File: config.mk
export PLATFORM = sky130hd
export DESIGN_NAME = bmp_reader
export DESIGN_NICKNAME = d
export VERILOG_FILES = /design/src/rtl/bmp_reader.sv
export SDC_FILE = /design/constraint.sdc
export NUM_CORES = 1
export LEC_CHECK = 0
export BUFFER_PORTS_ARGS = -buffer_cell sky130_fd_sc_hd__buf_2
export CORE_MARGIN = 10
export CORE_UTILIZATION = 50
export CTS_CLUSTER_DIAMETER = 200
export DETAILED_ROUTE_END_ITERATION = 8
export GPL_TIMING_DRIVEN = 0
export HOLD_SLACK_MARGIN = 0.15
export PLACE_DENSITY = 0.71
export SLEW_MARGIN = 20
export SYNTH_ARGS = -nofsm -noshare
export SYNTH_HDL_FRONTEND = slang
export SYNTH_SLANG_ARGS = --single-unit
File: constraint.sdc
create_clock -name clk -period 5.5 [get_ports clk]
set_clock_uncertainty 0.15 [all_clocks]
set_input_delay 0.275 -clock clk [delete_from_list [all_inputs] [get_ports clk]]
set_output_delay 0.275 -clock clk [all_outputs]
set_load 0.005 [all_outputs]
File: src/rtl/bmp_reader.sv
// BMP file streamer: reads the 54-byte header from an image ROM, validates the
// signature and pixel-data offset, then streams every byte from the offset to
// the end of the file through a 2-entry ready/valid output buffer.
//
// state  | meaning
// -------+---------------------------------------------------------------
// IDLE   | after reset, waiting for start
// HDR    | requesting header bytes 0..53 and capturing the returns
// CHECK  | one cycle to validate signature and offset
// PIXEL  | requesting pixel bytes from offset up to the last file byte
// DRAIN  | all requests issued, emptying the output buffer
// DONE   | file fully delivered, waiting for the next start
// ERROR  | header rejected, waiting for the next start
module bmp_reader #(
   parameter int ADDR_WIDTH     = 20,
   parameter int BYTE_WIDTH     = 8,
   parameter int BMP_TOTAL_SIZE = 786486
) (
   input  logic                  clk,
   input  logic                  rst_n,
   input  logic                  start,
   output logic                  rom_valid,
   output logic [ADDR_WIDTH-1:0] rom_addr,
   input  logic [BYTE_WIDTH-1:0] rom_q,
   output logic                  pix_valid,
   output logic [7:0]            pix_data,
   output logic                  pix_last,
   input  logic                  pix_ready,
   output logic [31:0]           img_width,
   output logic [31:0]           img_height,
   output logic [15:0]           img_bpp,
   output logic                  busy,
   output logic                  done,
   output logic                  error
);

   localparam int                    HDR_BYTES = 54;
   localparam logic [ADDR_WIDTH-1:0] LAST_ADDR = ADDR_WIDTH'(BMP_TOTAL_SIZE - 1);
   localparam logic [ADDR_WIDTH-1:0] HDR_LAST  = ADDR_WIDTH'(HDR_BYTES - 1);
   localparam logic [31:0]           TOTAL_32  = 32'(BMP_TOTAL_SIZE);
   localparam logic [31:0]           HDR_32    = 32'(HDR_BYTES);

   typedef enum logic [2:0] {
      S_IDLE, S_HDR, S_CHECK, S_PIXEL, S_DRAIN, S_DONE, S_ERROR
   } state_t;

   state_t                 state;
   logic [5:0]             hdr_cnt;
   logic [ADDR_WIDTH-1:0]  pix_ptr;
   logic [7:0]             sig0;
   logic [7:0]             sig1;
   logic [31:0]            offset;

   logic                   ret_valid;
   logic                   ret_last;
   logic [ADDR_WIDTH-1:0]  ret_addr;

   logic [7:0]             fifo_data [2];
   logic                   fifo_last [2];
   logic                   wr_ptr;
   logic                   rd_ptr;
   logic [1:0]             fifo_cnt;

   logic                   start_ok;
   logic                   push;
   logic                   pop;
   logic [7:0]             byte_in;

   assign byte_in   = rom_q[7:0];
   assign start_ok  = start && (state == S_IDLE || state == S_DONE || state == S_ERROR);
   assign pix_valid = (fifo_cnt != 2'd0);
   assign pix_data  = pix_valid ? fifo_data[rd_ptr] : 8'h00;
   assign pix_last  = pix_valid && fifo_last[rd_ptr];
   assign pop       = pix_valid && pix_ready;
   assign push      = ret_valid && (state == S_PIXEL || state == S_DRAIN);

   // ROM request: combinational so a same-cycle pop can free a slot, which is
   // what lets a 2-entry buffer sustain one byte per cycle.
   always_comb begin
      rom_valid = 1'b0;
      rom_addr  = '0;
      case (state)
         S_HDR: begin
            if (hdr_cnt < 6'(HDR_BYTES)) begin
               rom_valid = 1'b1;
               rom_addr  = ADDR_WIDTH'(hdr_cnt);
            end
         end
         S_PIXEL: begin
            if ((3'(fifo_cnt) + 3'(ret_valid)) < (3'd2 + 3'(pop))) begin
               rom_valid = 1'b1;
               rom_addr  = pix_ptr;
            end
         end
         default: ;
      endcase
   end

   // Track the single request whose data comes back on rom_q next cycle.
   always_ff @(posedge clk or negedge rst_n) begin
      if (!rst_n) begin
         ret_valid <= 1'b0;
         ret_addr  <= '0;
         ret_last  <= 1'b0;
      end else begin
         ret_valid <= rom_valid;
         ret_addr  <= rom_addr;
         ret_last  <= rom_valid && (state == S_PIXEL) && (rom_addr == LAST_ADDR);
      end
   end

   // Sequencer: header walk, header capture, validation and pixel pointer.
   always_ff @(posedge clk or negedge rst_n) begin
      if (!rst_n) begin
         state      <= S_IDLE;
         hdr_cnt    <= '0;
         pix_ptr    <= '0;
         sig0       <= '0;
         sig1       <= '0;
         offset     <= '0;
         img_width  <= '0;
         img_height <= '0;
         img_bpp    <= '0;
         busy       <= 1'b0;
         done       <= 1'b0;
         error      <= 1'b0;
      end else begin
         case (state)
            S_IDLE, S_DONE, S_ERROR: begin
               if (start_ok) begin
                  state      <= S_HDR;
                  hdr_cnt    <= '0;
                  sig0       <= '0;
                  sig1       <= '0;
                  offset     <= '0;
                  img_width  <= '0;
                  img_height <= '0;
                  img_bpp    <= '0;
                  busy       <= 1'b1;
                  done       <= 1'b0;
                  error      <= 1'b0;
               end
            end
            S_HDR: begin
               if (rom_valid) hdr_cnt <= hdr_cnt + 6'd1;
               if (ret_valid) begin
                  case (ret_addr[5:0])
                     6'd0:  sig0              <= byte_in;
                     6'd1:  sig1              <= byte_in;
                     6'd10: offset[7:0]       <= byte_in;
                     6'd11: offset[15:8]      <= byte_in;
                     6'd12: offset[23:16]     <= byte_in;
                     6'd13: offset[31:24]     <= byte_in;
                     6'd18: img_width[7:0]    <= byte_in;
                     6'd19: img_width[15:8]   <= byte_in;
                     6'd20: img_width[23:16]  <= byte_in;
                     6'd21: img_width[31:24]  <= byte_in;
                     6'd22: img_height[7:0]   <= byte_in;
                     6'd23: img_height[15:8]  <= byte_in;
                     6'd24: img_height[23:16] <= byte_in;
                     6'd25: img_height[31:24] <= byte_in;
                     6'd28: img_bpp[7:0]      <= byte_in;
                     6'd29: img_bpp[15:8]     <= byte_in;
                     default: ;
                  endcase
                  if (ret_addr == HDR_LAST) state <= S_CHECK;
               end
            end
            S_CHECK: begin
               if (sig0 != 8'h42 || sig1 != 8'h4D || offset < HDR_32 || offset >= TOTAL_32) begin
                  state <= S_ERROR;
                  busy  <= 1'b0;
                  error <= 1'b1;
               end else begin
                  state   <= S_PIXEL;
                  pix_ptr <= ADDR_WIDTH'(offset);
               end
            end
            S_PIXEL: begin
               if (rom_valid) begin
                  pix_ptr <= pix_ptr + 1'b1;
                  if (pix_ptr == LAST_ADDR) state <= S_DRAIN;
               end
            end
            S_DRAIN: begin
               if (pop && pix_last) begin
                  state <= S_DONE;
                  busy  <= 1'b0;
                  done  <= 1'b1;
               end
            end
            default: state <= S_IDLE;
         endcase
      end
   end

   // Output buffer: push on ROM return, pop on accepted transfer.
   always_ff @(posedge clk or negedge rst_n) begin
      if (!rst_n) begin
         fifo_data[0] <= '0;
         fifo_data[1] <= '0;
         fifo_last[0] <= 1'b0;
         fifo_last[1] <= 1'b0;
         wr_ptr       <= 1'b0;
         rd_ptr       <= 1'b0;
         fifo_cnt     <= '0;
      end else if (start_ok) begin
         fifo_data[0] <= '0;
         fifo_data[1] <= '0;
         fifo_last[0] <= 1'b0;
         fifo_last[1] <= 1'b0;
         wr_ptr       <= 1'b0;
         rd_ptr       <= 1'b0;
         fifo_cnt     <= '0;
      end else begin
         if (push) begin
            fifo_data[wr_ptr] <= byte_in;
            fifo_last[wr_ptr] <= ret_last;
            wr_ptr            <= ~wr_ptr;
         end
         if (pop) rd_ptr <= ~rd_ptr;
         case ({push, pop})
            2'b10:   fifo_cnt <= fifo_cnt + 2'd1;
            2'b01:   fifo_cnt <= fifo_cnt - 2'd1;
            default: ;
         endcase
      end
   end

endmodule

# After elaboration in Yosys (flattened, before gate mapping)
# Cells that the tools add are included.
word_totals:
  in_bits: 12
  register_bits: 204
  out_inout_bits: 114
  elab_cells: 233
classes:
  muxes: 83
  add_sub_neg: 6
  n_bitwise: 4
  eq_ne: 53
  reduce_logical: 48
  order_cmp: 7
ops:
  columns: ["operator", "count"]
  rows:
  - ["8-bit 2-to-1 mux", 24]
  - ["32-bit one-hot mux with 2 select lines", 3]
  - ["32-bit 2-to-1 mux", 4]
  - ["20-bit one-hot mux with 2 select lines", 2]
  - ["4-bit AND reduction", 17]
  - ["16-bit 2-to-1 mux", 4]
  - ["6-bit by 5-bit equality test with 1-bit output (second input constant)", 10]
  - ["20-bit 2-to-1 mux", 3]
  - ["20-bit equality test (second input constant)", 2]
  - ["2-bit by 1-bit inequality test with 1-bit output (second input constant)", 18]
  - ["32-bit by 20-bit greater-or-equal comparator with 1-bit output (second input constant)", 1]
  - ["32-bit by 6-bit < comparator with 1-bit output (second input constant)", 1]
  - ["16-bit one-hot mux with 2 select lines", 1]
  - ["8-bit one-hot mux with 2 select lines", 2]
  - ["6-bit by 4-bit equality test with 1-bit output (second input constant)", 4]
  - ["3-bit 2-to-1 mux", 7]
  - ["20-bit by 1-bit adder with 20-bit output (second input constant)", 1]
  - ["20-bit by 6-bit equality test with 1-bit output (second input constant)", 1]
  - ["6-bit 2-to-1 mux", 3]
  - ["16-bit bitwise mux", 1]
  - ["1-bit 2-to-1 mux", 16]
  - ["8-bit by 7-bit inequality test with 1-bit output (second input constant)", 2]
  - ["3-bit one-hot mux with 5 select lines", 1]
  - ["2-bit inequality test (second input constant)", 7]
  - ["34 further kinds", 66]

# Depth between registers and ports, before layout
depth:
  word_depth: 8
  depth_mapped: 8

# Worst setup path before layout
# Ideal clock, no wire load.
synth_path:
  path_kind: "reg-to-output"
  startpoint: "register ret_valid"
  endpoint: "output rom_addr[1]"
  arrival_time_ns: 1.765
  stages_incl_launch_ff: 6
  slack_ns: 3.310
  required_ns: 5.075
  cell_sequence: "dfrtp_1 -> ha_1 -> o21ai_0 -> nand2_1 -> buf_2 -> o21ai_0"
synth_between:
  elab_chain_len: 4
synth_lines:
  columns: ["element", "line_no", "text"]
  rows:
  - ["from (decl)", "54", "logic ret_valid;"]
  - ["from (signal assigned)", "106", "ret_valid <= rom_valid;"]
  - ["2-bit by 1-bit adder with 3-bit output", "90", "if ((3'(fifo_cnt) + 3'(ret_valid)) < (3'd2 + 3'(pop))) begin"]
  - ["3-bit < comparator", "90", null]
  - ["20-bit 2-to-1 mux", "90", null]
  - ["20-bit one-hot mux with 2 select lines", "82", "case (state)"]
  - ["to (decl)", "23", "output logic [ADDR_WIDTH-1:0] rom_addr,"]
# No other way between the ends.

# Final worst setup path
# Ends and elaborated chain as after synthesis.

==> flow_metrics.tcl <==
set metrics [dict create \
    final_cell_mix "204 x dfrtp_1, 142 x buf_2, 97 x o2bb2ai_1" \
    end_kind "output port" \
    fin_cells 1196 \
    dp_cells 1145 \
    clock_path_buffers 3 \
    hold_ws_ns 0.234 \
    postLayoutCellArea_sq_mm 0.0111 \
    first_iter_violations 646 \
    ys.flop_type "dfrtp_1" \
    yosys.area_share.simple_pct 14.3 \
    muxShareOfSynthArea_pct 5.43 \
    maxCapViolations 0 \
    dpl.hpwl_um 18800 \
    portBuffers 125 \
    h-tree-depth 1 \
    grt_max_degree 96 \
    cts_made_buffers 22 \
    synthCells 789 \
    ys_seq_elements 204 \
    crit_arrival_ns 3.38 \
    cp_max_fo 10 \
    cts_tree "yes" \
    yosysUniqueCellTypes 73 \
    gp_congestion 0.916 \
    min_path_type "primary input to asynchronous set/reset pin" \
    finalWirelength_um 26900 \
    slew_violations 0 \
    syn_nets 806 \
    rsz0062_at_grt "no" \
    worstPathRequired_ns 5.08 \
    synthAdderAreaFrac_pct 0.675 \
    cts_sinks 204 \
    diodes 0 \
    antenna_found_initial 0 \
    yosys_warnings 0 \
    synth-xor-area-share_pct 0.851 \
    coreArea_sq_mm 0.0181 \
    die_y_um 156 \
    clk_pin_slew_ns 0.06 \
    rr_worst_depth 5 \
    die_w_um 156 \
    path_class "flip-flop to output port" \
    firstDrtPassIters 5 \
    start_util_pct 51.2 \
    groute.usage.overall_pct 21.7 \
    yosysSeqAreaShare_pct 55.1 \
    drc 0 \
    dieArea_sq_mm 0.0244 \
    root_buffer "clkbuf_16" \
    syn2layout_area_growth_pct 19.6 \
    outcome "finished, final reports clean" \
    finalSetupTns_ns 0 \
    num_vias 7303 \
    place_area_sq_mm 0.0102 \
    powerDensity_mw_per_mm2 572 \
    row_count 49 \
    clkLatencyLatePin_ns 0.52 \
    overflow 0 \
    grt_pass1_vias 7396 \
    netlist_area_sq_mm 0.00927 \
    synthArstFlopShare_pct 100 \
    post_cts_buffers 0 \
    period_needed_ns 3.80 \
    post-route-period-util_pct 69.1 \
    ios 126 \
    ant_nets 0 \
    synth-compound-area-share_pct 20.9 \
    worst_pin_slew_ns 0.939 \
    routedWlPerCell_um 22.5 \
    drive_above_1_share_pct 25.7 \
    syn_avg_cell_area_sq_um 11.7 \
    via_per_inst 6.11 \
    rrSetupSlack_ns 2.53 \
    clock.fmax_mhz 263 \
    peakVddDrop_mv 0.367 \
    final_common_cell "dfrtp_1" \
    synth-edff-count 0 \
    grt_pass1_wl_um 42600 \
    max-slew-margin-rel_pct 36.8 \
    setup_viol 0 \
    p_leak_uw 0.00513 \
    cp-start-kind "flip-flop" \
    synth_top_family_by_area "compound AO/OA/AOI/OAI gates" \
    final-hold-violation-count 0 \
    nets 969 \
]
-- area by class of cell --
| type | instances | area [sq um] |
|---|---|---|
| Fill cell | 1458 | 7000 |
| Sequential cell | 204 | 5100 |
| Multi-Input combinational cell | 531 | 3910 |
| Timing Repair Buffer | 139 | 811 |
| Clock buffer | 30 | 621 |
| Tap cell | 229 | 287 |
| Buffer | 46 | 223 |
| Clock inverter | 9 | 103 |
| Inverter | 8 | 30.0 |
-- flip-flops by register name, indices dropped and copies added, names as in the netlist, 8 cells and up --
register / cells
fifo_data: 16
img_bpp: 16
img_height: 32
img_width: 32
offset: 32
pix_ptr: 20
ret_addr: 20
sig0: 8
sig1: 8
-- critical path, cell delays in order, from the launching register on --
cell and delay, ns:
dfrtp_1 0.48, ha_1 0.34, o21ai_0 0.66, nand2_1 0.41
buf_2 0.32, o21ai_0 0.45, buf_2 0.21
-- per-stage QoR --
step                setup WS (ns)  util, %  power [uW]
global route                 1.59     61.3        6720
global placement            0.597     56.3        4820
detailed placement           2.25     56.6        4860
CTS                          1.71     61.3        6340
finish                       1.70     61.3        6340
floorplan                    3.31        -        3950
-- logic make-up after synthesis --
| logic type | after synthesis |
|---|---|
| fa+ha+maj | 5 |
| mux | 46 |
| buf+inv | 54 |
| xor+xnor | 9 |
| flops | 204 |
| simple gates | 233 |
| compound gates | 238 |
-- power breakdown --
part	total [uW]	switching, uW	internal (uW)
logic	2600	1620	978
clock network	1460	618	845
registers	2280	340	1940
total	6340	2580	3760
-- worst paths after layout --
path	start	to
worst max register to register	ret_valid$_DFF_PN0_	ret_addr[1]$_DFF_PN0_
min in group clk	img_width[12]$_DFFE_PN0P_	img_width[12]$_DFFE_PN0P_
worst min register to register	img_width[12]$_DFFE_PN0P_	img_width[12]$_DFFE_PN0P_
max in group asynchronous	rst_n	pix_ptr[7]$_DFFE_PN0P_
worst max-delay path	ret_valid$_DFF_PN0_	rom_addr[1]
worst min-delay path	rst_n	pix_ptr[11]$_DFFE_PN0P_
-- routing by layer --
| layer | part of all wire [%] | global-route usage, % | up-vias |
|---|---|---|---|
| met1 | 46 | 30.4 | 3640 |
| li1 | - | - | 3347 |
| met4 | 2.6 | 6.07 | 0 |
| met3 | 7.0 | 4.71 | 54 |
| met5 | 0 | 0 | - |
| met2 | 45 | 33.2 | 262 |
-- synthesized netlist by cell type (all sizes together), types with 3 or more instances --
cell / count / share of area (%)
and4: 6 / 0.57
xor2: 5 / 0.47
nand2b: 3 / 0.20
inv: 8 / 0.32
a22oi: 3 / 0.24
o211ai: 16 / 1.3
and2: 9 / 0.61
nor2b: 3 / 0.23
nand4: 8 / 0.54
a211oi: 3 / 0.24
a41oi: 3 / 0.69
o21ai: 28 / 1.6
nor3: 15 / 1.2
o2bb2ai: 97 / 9.2
a31oi: 8 / 0.70
nor3b: 5 / 0.65
nor4b: 10 / 0.95
o22ai: 5 / 0.34
mux2: 34 / 4.1
xnor2: 4 / 0.38
nand3: 18 / 0.97
a22o: 25 / 2.4
mux2i: 12 / 1.3
o21a: 4 / 0.32
a21oi: 18 / 1.1
nor4: 17 / 1.4
and3: 20 / 1.4
nor4bb: 5 / 0.54
o22a: 3 / 0.28
nor2: 43 / 1.9
buf: 25 / 1.5
nand2: 63 / 2.6
clkbuf: 21 / 0.86
dfrtp: 204 / 55
o41ai: 4 / 0.38
ha: 5 / 0.68
-- what timing repair did --
item / 4_1_cts / 5_1_grt
gates resized for setup: 0 / 0
setup endpoints to repair: 0 / 0
hold buffers: 12 / 0
endpoints found under the hold margin: 242 / 0
(Power assumes the default switching activity.)
